**config.mk**
```make
export PLATFORM = sky130hd
export DESIGN_NAME = instr_fetch_unit_flat
export DESIGN_NICKNAME = d
export VERILOG_FILES = /design/src/rtl/instr_fetch_unit_if.sv /design/src/rtl/instr_fetch_unit.sv /design/src/flat_wrapper.sv
export SDC_FILE = /design/constraint.sdc
export NUM_CORES = 1
export LEC_CHECK = 0
export CORE_ASPECT_RATIO = 1.75
export CORE_MARGIN = 2
export CORE_UTILIZATION = 45
export DETAILED_ROUTE_END_ITERATION = 8
export MAX_ROUTING_LAYER = met4
export PLACE_DENSITY = 0.76
export SETUP_SLACK_MARGIN = 0.02
export SLEW_MARGIN = 40
export SYNTH_ARGS = -nofsm -noshare
export SYNTH_HDL_FRONTEND = slang
export SYNTH_SLANG_ARGS = --single-unit
```
**constraint.sdc**
```tcl
create_clock -name clk -period 13.3 [get_ports clk]
set_input_delay 1.995 -clock clk [delete_from_list [all_inputs] [get_ports clk]]
set_output_delay 1.995 -clock clk [all_outputs]
set_load 0.01 [all_outputs]
```
**src/rtl/instr_fetch_unit_if.sv**
```systemverilog
// Instruction-memory read port shared by the fetch unit (master) and the
// instruction memory (slave).
//
// Handshake: the master raises imem_req with imem_addr and holds both stable
// until the slave returns imem_ack for one cycle with imem_rdata valid in that
// same cycle; imem_ack is meaningless while imem_req is low.
interface instr_fetch_unit_if;
    logic        imem_req;
    logic [31:0] imem_addr;
    logic        imem_ack;
    logic [31:0] imem_rdata;

    modport master (
        output imem_req,
        output imem_addr,
        input  imem_ack,
        input  imem_rdata
    );

    modport slave (
        input  imem_req,
        input  imem_addr,
        output imem_ack,
        output imem_rdata
    );
endinterface

```
**src/rtl/instr_fetch_unit.sv**
```systemverilog
// Instruction fetch unit: issues sequential reads, buffers a word while the
// decoder stalls, and discards in-flight data when a redirect arrives.
// Optional feature macro IFU_ALIGN_CHECK_EN: misaligned redirects are dropped
// and flagged in the sticky misalign_err; otherwise low target bits are cleared.
module instr_fetch_unit #(
    parameter logic [31:0] RESET_PC = 32'h0000_0000
) (
    input  logic                       clk,
    input  logic                       rst,
    instr_fetch_unit_if.master         imem,
    input  logic                       stall,
    input  logic                       redirect_valid,
    input  logic [31:0]                redirect_pc,
    output logic [31:0]                instruction,
    output logic                       IRwrite,
    output logic [31:0]                pc,
    output logic                       misalign_err,
    output logic [1:0]                 state_dbg
);

    typedef enum logic [1:0] {
        S_IDLE = 2'd0,
        S_REQ  = 2'd1,
        S_HOLD = 2'd2
    } state_t;

    state_t      state_q, state_d;
    logic        req_q, req_d;
    logic [31:0] addr_q, addr_d;
    logic [31:0] instr_q, instr_d;
    logic        irw_q, irw_d;
    logic [31:0] pc_q, pc_d;
    logic        kill_q, kill_d;
    logic [31:0] kill_pc_q, kill_pc_d;
    logic [31:0] buf_q, buf_d;
    logic        misalign_q, misalign_d;

    logic        redir_take;
    logic        redir_bad;
    logic [31:0] redir_target;

`ifdef IFU_ALIGN_CHECK_EN
    assign redir_take   = redirect_valid && (redirect_pc[1:0] == 2'b00);
    assign redir_bad    = redirect_valid && (redirect_pc[1:0] != 2'b00);
    assign redir_target = redirect_pc;
`else
    logic unused_redir_low;
    assign unused_redir_low = ^redirect_pc[1:0];
    assign redir_take       = redirect_valid;
    assign redir_bad        = 1'b0;
    assign redir_target     = {redirect_pc[31:2], 2'b00};
`endif

    // Next-state and next-output logic; IRwrite defaults low so it only pulses.
    always_comb begin
        state_d    = state_q;
        req_d      = req_q;
        addr_d     = addr_q;
        instr_d    = instr_q;
        irw_d      = 1'b0;
        pc_d       = pc_q;
        kill_d     = kill_q;
        kill_pc_d  = kill_pc_q;
        buf_d      = buf_q;
        misalign_d = misalign_q | redir_bad;

        case (state_q)
            S_IDLE: begin
                // Any ack arriving here belongs to a request abandoned by reset.
                state_d = S_REQ;
                req_d   = 1'b1;
                addr_d  = RESET_PC;
                kill_d  = 1'b0;
            end
            S_REQ: begin
                if (imem.imem_ack) begin
                    if (redir_take) begin
                        addr_d = redir_target;
                        kill_d = 1'b0;
                    end else if (kill_q) begin
                        addr_d = kill_pc_q;
                        kill_d = 1'b0;
                    end else if (!stall) begin
                        irw_d   = 1'b1;
                        instr_d = imem.imem_rdata;
                        pc_d    = addr_q;
                        addr_d  = addr_q + 32'd4;
                    end else begin
                        // Keep addr_q as the buffered word's address for pc later.
                        buf_d   = imem.imem_rdata;
                        state_d = S_HOLD;
                        req_d   = 1'b0;
                    end
                end else if (redir_take) begin
                    // Address must stay stable until ack; remember where to go.
                    kill_d    = 1'b1;
                    kill_pc_d = redir_target;
                end
            end
            S_HOLD: begin
                if (redir_take) begin
                    state_d = S_REQ;
                    req_d   = 1'b1;
                    addr_d  = redir_target;
                end else if (!stall) begin
                    irw_d   = 1'b1;
                    instr_d = buf_q;
                    pc_d    = addr_q;
                    addr_d  = addr_q + 32'd4;
                    state_d = S_REQ;
                    req_d   = 1'b1;
                end
            end
            default: begin
                state_d = S_IDLE;
                req_d   = 1'b0;
            end
        endcase
    end

    // State and registered outputs, asynchronously reset.
    always_ff @(posedge clk or posedge rst) begin
        if (rst) begin
            state_q    <= S_IDLE;
            req_q      <= 1'b0;
            addr_q     <= RESET_PC;
            instr_q    <= 32'd0;
            irw_q      <= 1'b0;
            pc_q       <= RESET_PC;
            kill_q     <= 1'b0;
            kill_pc_q  <= RESET_PC;
            buf_q      <= 32'd0;
            misalign_q <= 1'b0;
        end else begin
            state_q    <= state_d;
            req_q      <= req_d;
            addr_q     <= addr_d;
            instr_q    <= instr_d;
            irw_q      <= irw_d;
            pc_q       <= pc_d;
            kill_q     <= kill_d;
            kill_pc_q  <= kill_pc_d;
            buf_q      <= buf_d;
            misalign_q <= misalign_d;
        end
    end

    assign imem.imem_req  = req_q;
    assign imem.imem_addr = addr_q;
    assign instruction    = instr_q;
    assign IRwrite        = irw_q;
    assign pc             = pc_q;
    assign misalign_err   = misalign_q;
    assign state_dbg      = state_q;

endmodule

```
**src/flat_wrapper.sv**
```systemverilog
// flat-port wrapper written by rule: the top's interface ports become plain ports
module instr_fetch_unit_flat 
#(
    parameter logic [31:0] RESET_PC = 32'h0000_0000
)
  (clk, rst, stall, redirect_valid, redirect_pc, instruction, IRwrite, pc, misalign_err, state_dbg, imem_imem_req, imem_imem_addr, imem_imem_ack, imem_imem_rdata);
  instr_fetch_unit_if imem_i ();
  input  logic clk;
  input  logic rst;
  input  logic stall;
  input  logic redirect_valid;
  input  logic [31:0] redirect_pc;
  output logic [31:0] instruction;
  output logic IRwrite;
  output logic [31:0] pc;
  output logic misalign_err;
  output logic [1:0] state_dbg;
  output wire logic [$bits(imem_i.imem_req)-1:0] imem_imem_req;
  output wire logic [$bits(imem_i.imem_addr)-1:0] imem_imem_addr;
  input wire logic [$bits(imem_i.imem_ack)-1:0] imem_imem_ack;
  input wire logic [$bits(imem_i.imem_rdata)-1:0] imem_imem_rdata;
  assign imem_imem_req = imem_i.imem_req;
  assign imem_imem_addr = imem_i.imem_addr;
  assign imem_i.imem_ack = imem_imem_ack;
  assign imem_i.imem_rdata = imem_imem_rdata;
  instr_fetch_unit #(.RESET_PC(RESET_PC)) u_core (.clk(clk), .rst(rst), .imem(imem_i), .stall(stall), .redirect_valid(redirect_valid), .redirect_pc(redirect_pc), .instruction(instruction), .IRwrite(IRwrite), .pc(pc), .misalign_err(misalign_err), .state_dbg(state_dbg));
endmodule
```
==> run metrics, run 1 <==
starting density of the core=0.454; Hold Buf Count CTS=0; largest family of logic cells by synthesized area=multiplexers; initial antenna violation count=0; Synth Area in Simple Gates=0.120; flops & latches, synth=158; Max VDD drop=0.000126 V; largest net degree at the start of global routing=105; CTS tree=built; final worst path period share=0.328; die width=102 µm; Final Skew=0.0144 ns; Post-synth EDFFs=0; Max Transition Viols Final=0; Async SR Flop Fraction=1.00; RSZ-0062 raised after global routing=no; worst slew pin tran=0.787 ns; drt total wl=20.0 mm; layout cells sized above 1=0.152; H-tree Lvls=4; CTS Buf Count=17; leading area contributor after synthesis=dfrtp_1; Syn Area/Cell=10.5 µm²; Worst-Skew Late Latency=0.43 ns; # IOs=170; Crit path required time=13.61 ns; Pwr Density=219 mW/mm²; WHS=0.480 ns; status=completed; sequential fraction of the synthesis area=0.519; CTS Root Cell=clkbuf_16; vias=6311; Synth Flop Type=dfrtp_1; final core utilization=0.599; Slew Limit Headroom=0.474; # DRC=0; setup_tns=0 ns; n_diodes=0; Detailed Routing Iterations Pass 1=5; dominant cells by area after synthesis=dfrtp_1 52%, mux2_2 12%, o21ai_0 5.1%, nand2_1 4.5%, mux2i_1 4.3%; adder-cell share of the synthesized area=0.00821; CP Launch Type=input pin; CP Data Arrival Time=4.67 ns; Die Y=176 µm; Cell Rows=63; CP delay by family, top=buffers and inverters; Worst-path clk slew=0.06 ns; deepest clock path buffer count=2; FMAX=229 MHz; CP max stage cell=clkdlybuf4s50_1; hpwl dp=13.5 mm; number of clock sinks=158; critical path buffer and inverter count=5; # setup viols final=0; Hold Path Stages=2; Fin. Hold Viols=0; Overall Power=2.20 mW; core area=0.0168 mm²; fillers=1413; mux cell area share after synthesis=0.162; RePlAce Congestion=0.855; CP most frequent cell=buf_4; grt total ovfl=0; Critical Path Max Stage Delay=0.46 ns; Critical Path Fanout Max=44; post-CTS resize count=0; Layout area overhead=32.0%; first-pass GRT wire length=32.3 mm; Critical Path Stages=7; post-synthesis compound-gate area fraction=0.152; R2R cell count=9; Synth Area in XOR/XNOR=0; Starting DRT DRC Count=310; max-cap violations=0; min Tclk post-route=4.36 ns; Post-Syn Area=0.00762 mm²; vias in the first global route=6397; Syn. warnings=0; Hold WC Path Type=register to register; drt via density=5.67; Total GRT Usage=0.236; post-synth top area share=0.519; Post-CTS Setup Repair Bufs=0; crit path capture type=register; leakage power figure=4.09 nW; Avg WL per Cell=17.9 µm; antenna-violating nets left=0; Synth cell types=56; # port buffers=162; Cells after Synth=729; die area=0.0180 mm²; nets=947; worst path cell trace=clkdlybuf4s50_1, buf_4, clkinv_1, buf_4, nand4_1, buf_4, mux2_2; CP Class=input pin to register
-- layout make-up --
type	count	area, µm²	share of cell area
multi-input cells	504	3420	0.340
well taps	227	284	0.0282
inverters	19	78.8	0.00784
clock inverters	13	154	0.0153
flip-flops and latches	158	3950	0.393
repair buffers	173	1720	0.171
clock buffers	19	443	0.0440
-- routing by layer --
metal,vias up,GRT usage,wire (µm)
met2,236,0.404,10700
li1,2920,-,-
met1,3104,0.264,7510
met3,51,0.0396,998
met4,0,0.112,764
met5,-,-,0
-- state kept, by name (all words and copies together), names as in the netlist --
signal,cells
u_core.kill_q,1
u_core.imem.imem_addr,30
u_core.state_dbg,2
u_core.buf_q,32
u_core.instruction,32
u_core.pc,30
u_core.IRwrite,1
u_core.kill_pc_q,30
-- cell families after synthesis --
group / after synthesis
buffers and inverters: 71
multiplexers: 113
AO/OA/AOI/OAI: 188
other: 1
adder cells (fa/ha/maj): 5
flip-flops: 158
AND/OR/NAND/NOR: 193
-- power breakdown --
part	total [mW]	leakage, nW	internal, mW	switching (mW)
clock	0.494	0.284	0.286	0.208
combinational	0.851	1.80	0.437	0.415
sequential	0.853	2.01	0.690	0.163
-- cell usage after synthesis, types with 2 or more instances --
cell,instances
o31a_1,2
o21ai_1,3
mux2i_1,33
a21o_1,4
inv_1,18
buf_2,4
and4_1,2
nor4_1,5
nor3_1,10
a211oi_1,6
nand4_1,11
nor2_1,29
a21oi_1,31
dfrtp_1,158
and3_1,4
o22ai_1,18
mux2_2,80
buf_4,6
ha_1,5
nand2_2,2
nand2_1,92
a22oi_1,3
o21ai_0,78
o221ai_1,12
buf_1,7
o211ai_1,2
nor2b_1,5
o2bb2ai_1,13
nand3_1,12
nand2b_1,3
a221o_1,3
or3_1,3
o31ai_1,3
nor4_2,2
and2_1,4
clkbuf_1,35
a22o_1,2
-- path summary, 6_finish.rpt --
kind                                              from                        to  slack [ns]
worst max register to register     u_core.state_dbg[0]  u_core.imem.imem_addr[8]       10.42
worst min-delay path            u_core.instruction[18]    u_core.instruction[18]        0.48
worst min register to register  u_core.instruction[18]    u_core.instruction[18]        0.48
max in group asynchronous                          rst          u_core.buf_q[16]       10.41
min in group asynchronous                          rst              u_core.pc[5]        1.92
worst max-delay path                    redirect_valid          u_core.buf_q[31]        8.94
-- through the flow --
step	cells	cell area [µm²]	setup slack, ns
finish	1113	10100	8.94
global route	1113	10100	8.80
CTS	1112	10000	8.95
detailed placement	1080	9430	8.50
global placement	1080	9420	8.49
floorplan	733	7630	7.04
-- worst reg2reg max path, stage by stage, from the launching register on --
cell	delay [ns]
dfrtp_1	0.47
inv_1	0.12
ha_2	0.18
buf_4	0.53
or3b_1	0.53
buf_4	0.37
o22ai_1	0.16
nor2_1	0.17
a21oi_1	0.12
o2bb2ai_1	0.18
-- placed cells by master, fill, tap and decap left out, types with 3 or more instances in the layout --
cell type,instances
clkdlybuf4s50_1,162
dfrtp_1,158
nand2_1,91
mux2_2,80
o21ai_0,78
mux2i_1,33
a21oi_1,31
nor2_1,28
o22ai_1,18
inv_1,17
clkbuf_16,17
o2bb2ai_1,13
nand3_1,12
o221ai_1,12
nand4_1,11
nor3_1,10
buf_4,10
a211oi_1,6
nor2b_1,5
nor4_1,5
conb_1,5
and3_1,4
a21o_1,4
ha_1,4
nand2_2,3
and2_1,3
a22oi_1,3
nand2b_1,3
or3_1,3
inv_8,3
o31ai_1,3
a221o_1,3
clkinv_4,3
clkinvlp_4,3
Note: power is estimated with default switching activity, not from simulation.
==> run 2, diff against run 1 <==
Clock period 13.3 ns to 4.26 ns, I/O delays scaled along.
==> run 2 against run 1 <==
Combinational power rose to 3.1 times the previous value. Die area did not move. First-iteration DRC count rose by 18%. Wire length fell by 0.86%. Clock-buffer cell count fell by 1. Core utilization rose by 0.42 points. Sequential cell count did not move. Sequential power rose to 3.1 times the previous value. Sequential share of layout area fell by 0.27 points. Critical endpoint is now u_core.imem.imem_addr[14]. Largest cell class unchanged. Largest power group unchanged.
==> run metrics, run 2 (synthesis results as in run 1) <==
status=completed; Critical Path Fanout Max=39 (-11%); vias=6268 (-0.68%); Crit path required time=4.60 ns (-9.01 ns); # setup viols final=0 (unchanged); commonest non-fill, non-tap cells in the layout=162 x clkdlybuf4s50_1, 158 x dfrtp_1, 92 x nand2_1, 80 x mux2_2, 78 x o21ai_0; # IOs=170 (unchanged); CP Class=register to register; largest net degree at the start of global routing=70 (-33%); Slew Limit Headroom=0.440 (-0.0339); vias in the first global route=6298 (-1.5%); CP delay by family, top=buffers and inverters; # DRC=0 (unchanged); drt via density=5.60 (-1.2%); switch share=0.350 (-0.00698); met1 usage=0.260 (-0.00397); starting density of the core=0.454 (unchanged); min Tclk post-route=2.71 ns; GRT Max-Usage Layer=met2; Reg power frac=0.382 (-0.006); critical path buffer and inverter count=3 (-2); deepest clock path buffer count=2 (unchanged); # port buffers=162 (unchanged); hpwl dp=13.8 mm (+1.9%); die area=0.0180 mm² (unchanged); Worst-path clk slew=0.06 ns (about the same); RePlAce Congestion=0.907 (+6.2%); Avg WL per Cell=17.7 µm (-1.4%); FMAX=369 MHz; Detailed Routing Iterations Pass 1=5 (unchanged); Max Transition Viols Final=0 (unchanged); max-cap violations=0 (unchanged); Post-CTS Setup Repair Bufs=0 (unchanged); setup_tns=0 ns (unchanged); WHS=0.476 ns (-0.00368 ns); H-tree Lvls=4 (unchanged); CTS Root Cell=clkbuf_16; Final Skew=0.00795 ns (-0.00650 ns); Worst-Skew Late Latency=0.42 ns (about the same); nets=952 (+0.53%); most common cell after layout, fill and taps aside=clkdlybuf4s50_1; post-CTS resize count=0 (unchanged); die width=102 µm (unchanged); Critical Path Max Stage Delay=0.50 ns (+0.04 ns); CP Data Arrival Time=3.05 ns (-1.62 ns); Critical Path Stages=8 (+1); Pwr Density=690 mW/mm² (+220%); switching pwr=2.45 mW (+210%); pre-CTS WS=1.19 ns (-7.31 ns); drt total wl=19.8 mm (-0.86%); Overall Power=6.99 mW (+220%); leakage power figure=4.13 nW (+0.96%); CP Launch Type=register; Die Y=176 µm (unchanged); CP max stage cell=buf_4; met3 Use GR=0.0416 (+0.00198); final worst path period share=0.636; Comb pwr share=0.381 (-0.006); worst slew pin tran=0.838 ns (+0.0508 ns); CTS tree=built; RSZ-0062 raised after global routing=no; Cell Rows=63 (unchanged); Total GRT Usage=0.234 (-0.00188); Hold Path Stages=2 (unchanged); Design Area, Final=0.0101 mm² (+0.70%); Hold Buf Count CTS=0 (unchanged); Max VDD drop=0.000403 V (+220%); Power Internal=4.54 mW (+220%); Layout area overhead=32.9%; setup slack after layout=1.55 ns (-7.39 ns); crit path capture type=register; R2R cell count=8 (-1); antenna-violating nets left=0 (unchanged); CTS Buf Count=17 (unchanged); worst path cell trace=inv_1, ha_2, buf_4, or3b_1, buf_4, o221ai_1, o21ai_0, o2bb2ai_1; clock power share=0.237 (+0.012); routing usage on met2=0.409 (+0.00493); initial antenna violation count=1 (+1); core area=0.0168 mm² (unchanged); CP most frequent cell=buf_4; Cell Area, Placed=0.00948 mm² (+0.52%); Starting DRT DRC Count=366 (+18%); grt total ovfl=0 (unchanged); first-pass GRT wire length=31.9 mm (-1.2%); Hold WC Path Type=register to register; layout cells sized above 1=0.156 (+0.00363); number of clock sinks=158 (unchanged); Fin. Hold Viols=0 (unchanged)
-- run 2: changes by cell type in the layout (fill, tap and decap cells not counted), sizes merged --
cell	previous run	this run
clkinv	5	2
inv	22	24
bufinv	2	4
buf	11	16
diode	0	1
clkbuf	19	18
-- run 2: path summary, 6_finish.rpt --
path	from	slack [ns]	to
setup / recovery	u_core.state_dbg[0]	1.55	u_core.imem.imem_addr[14]
max in group asynchronous	rst	2.91	u_core.buf_q[29]
min in group asynchronous	rst	0.53	u_core.pc[12]
hold / removal	u_core.instruction[10]	0.48	u_core.instruction[10]
hold reg to reg	u_core.instruction[10]	0.48	u_core.instruction[10]
setup reg to reg	u_core.state_dbg[0]	1.55	u_core.imem.imem_addr[14]
-- run 2: worst reg2reg max path, stage by stage (launching register included) --
cell,delay [ns]
dfrtp_1,0.46
inv_1,0.12
ha_2,0.18
buf_4,0.50
or3b_1,0.46
buf_4,0.37
o221ai_1,0.21
o21ai_0,0.21
o2bb2ai_1,0.13
-- run 2: metrics by stage --
step	utilization	instances
CTS	0.603	1118
finish	0.603	1119
floorplan	-	733
detailed placement	0.565	1086
global route	0.603	1119
global placement	0.565	1086
-- run 2: area by class of cell --
class	instances	area [µm²]
antenna	1	2.50
multi-input combinational	504	3410
sequential	158	3950
tap	227	284
timing repair buffer	178	1750
inverter	19	75.1
fill	1406	6660
clock buffer	18	439
clock inverter	14	204
-- run 2: per-layer routing --
metal,part of all wire,vias to the layer above,wire [µm]
li1,-,2931,-
met1,0.37,3031,7360
met2,0.54,263,10700
met3,0.057,43,1120
met4,0.031,0,622
met5,0,-,0
-- run 2: power by group through the flow --
stage               Clock (mW)  Sequential (mW)  Combinational [mW]
floorplan                    0             2.71                1.39
global placement             0             2.65                2.61
detailed placement           0             2.68                2.68
CTS                       1.69             2.66                2.68
global route              1.75             2.76                2.93
finish                    1.66             2.67                2.66
==> run 3, diff against run 2 <==
Clock period 4.26 ns to 2.58 ns, I/O delays scaled along.
==> run 3 against run 2 <==
Via count rose by 2.3%. Setup slack got worse by 1.3 ns. Critical endpoint is now u_core.imem.imem_addr[29]. Maximum frequency rose by 17%. Sequential share of layout area fell by 0.74 points. Critical path type unchanged.
==> run metrics, run 3 (synthesis results as in run 1) <==
switching pwr=4.08 mW (+67%); final worst path period share=0.898 (+0.262); Hold WC Path Type=input pin to asynchronous set/reset pin; RePlAce Congestion=0.879 (-3.2%); leakage power figure=4.25 nW (+2.8%); Max VDD drop=0.000526 V (+31%); final core utilization=0.615 (+0.0116); Final Skew=0.00899 ns (+0.00104 ns); Worst-Skew Late Latency=0.43 ns (about the same); Slew Limit Headroom=0.599 (+0.159); status=completed; starting density of the core=0.454 (unchanged); # IOs=170 (unchanged); Reg-to-Reg Start=u_core.state_dbg[0]; vias in the first global route=6513 (+3.4%); hpwl dp=14.2 mm (+3.3%); CP Class=register to register; number of clock sinks=158 (unchanged); FMAX=432 MHz (+17%); antenna-violating nets left=0 (unchanged); commonest non-fill, non-tap cells in the layout=162 x clkdlybuf4s50_1, 158 x dfrtp_1, 92 x nand2_1, 80 x mux2_2, 78 x o21ai_0; # port buffers=162 (unchanged); reg2reg setup slack=0.26 ns (-1.29 ns); worst path cell trace=inv_1, ha_1, nor2b_1, and2_2, o221ai_1, or4b_1, nand4_1; Total GRT Usage=0.243 (+0.00904); switch share=0.348 (-0.00224); RSZ-0062 raised after global routing=no; Overall Power=11.7 mW (+68%); Worst-path clk slew=0.07 ns (about the same); layout cells sized above 1=0.174 (+0.0183); H-tree Lvls=4 (unchanged); largest net degree at the start of global routing=102 (+46%); Max Transition Viols Final=0 (unchanged); WHS=0.430 ns (-0.0462 ns); initial antenna violation count=1 (unchanged); Comb pwr share=0.396 (+0.015); Fin. Hold Viols=0 (unchanged); Die Y=176 µm (unchanged); setup_tns=0 ns (unchanged); worst slew pin tran=0.602 ns (-0.236 ns); Starting DRT DRC Count=321 (-12%); drt via density=5.63 (+0.46%); r2r endpoint=u_core.imem.imem_addr[29]; drt total wl=20.4 mm (+3.2%); Critical Path Max Stage Delay=0.53 ns (+0.03 ns); Post-CTS Setup Repair Bufs=0 (unchanged); grt total ovfl=0 (unchanged); # DRC=0 (unchanged); Pwr Density=1140 mW/mm² (+65%); vias=6415 (+2.3%); nets=973 (+2.2%); max-cap violations=0 (unchanged); Detailed Routing Iterations Pass 1=5 (unchanged); CP max stage cell=or4b_1; Critical Path Stages=7 (-1); die area=0.0180 mm² (unchanged); Reg power frac=0.374 (-0.008); CP Data Arrival Time=2.67 ns (-0.38 ns); Avg WL per Cell=17.9 µm (+1.3%); CP Launch Type=register; CTS Root Cell=clkbuf_16; deepest clock path buffer count=2 (unchanged); die width=102 µm (unchanged); core area=0.0168 mm² (unchanged); clock power share=0.230 (-0.007); first-pass GRT wire length=32.9 mm (+3.1%); CTS Buf Count=17 (unchanged); R2R cell count=7 (-1); CP delay by family, top=simple AND/OR/NAND/NOR gates; Layout area overhead=35.5%; Power Internal=7.64 mW (+68%); most common cell after layout, fill and taps aside=clkdlybuf4s50_1; # setup viols final=0 (unchanged); Crit path required time=2.94 ns (-1.66 ns); critical path buffer and inverter count=1 (-2); Critical Path Fanout Max=7 (-82%); min Tclk post-route=2.32 ns (-0.392 ns); crit path capture type=register; Setup crit start=u_core.state_dbg[0]; Cell Rows=63 (unchanged); CTS tree=built
[run 3: power by group through the flow]
| stage | Clock, mW | Sequential (mW) | Combinational, mW |
|---|---|---|---|
| final | 2.70 | 4.38 | 4.64 |
| after global routing | 2.85 | 4.53 | 5.09 |
| after CTS | 2.77 | 4.37 | 4.68 |
| after detailed placement | 0 | 4.40 | 4.66 |
| after global placement | 0 | 4.34 | 4.54 |
| after floorplan | 0 | 4.48 | 2.30 |
[run 3: worst max-delay path by stage]
stage | end | slack (ns)
5_1_grt | u_core.imem.imem_addr[29] | 0.13
4_1_cts | u_core.imem.imem_addr[29] | 0.10
6_report | u_core.imem.imem_addr[29] | 0.26
3_3_place_gp | u_core.imem.imem_addr[29] | 0.19
2_1_floorplan | u_core.IRwrite | 0.19
3_5_place_dp | u_core.imem.imem_addr[29] | 0.15
[run 3: area by class of cell]
type / count / area, µm²
timing repair buffer: 199 / 1960
fill: 1362 / 6470
antenna: 1 / 2.50
tap: 227 / 284
clock buffer: 19 / 443
clock inverter: 13 / 188
sequential: 158 / 3950
inverter: 19 / 75.1
multi-input combinational: 504 / 3410
[run 3: metrics by stage]
stage	cell area, µm²	instances	worst slack (ns)
floorplan	7640	733	0.192
global placement	9690	1107	0.187
detailed placement	9690	1107	0.149
CTS	10300	1139	0.101
global route	10300	1140	0.126
finish	10300	1140	0.264
[run 3: routing by layer]
metal,global-route usage,part of all wire,vias up,wire length (µm)
met5,-,0,-,0
met4,0.151,0.052,0,1060
met3,0.0416,0.049,70,1000
met2,0.400,0.53,226,10800
met1,0.271,0.37,3142,7590
li1,-,-,2977,-
[run 3: timing repair]
action	4_1_cts	5_1_grt
resized for setup	0	1
hold buffers	0	0
endpoints found under the setup margin	0	1
[run 3: tightest hold or removal path, stage by stage]
cell	delay, ns
clkdlybuf4s50_1	0.44
clkinvlp_4	0.13
buf_12	0.29
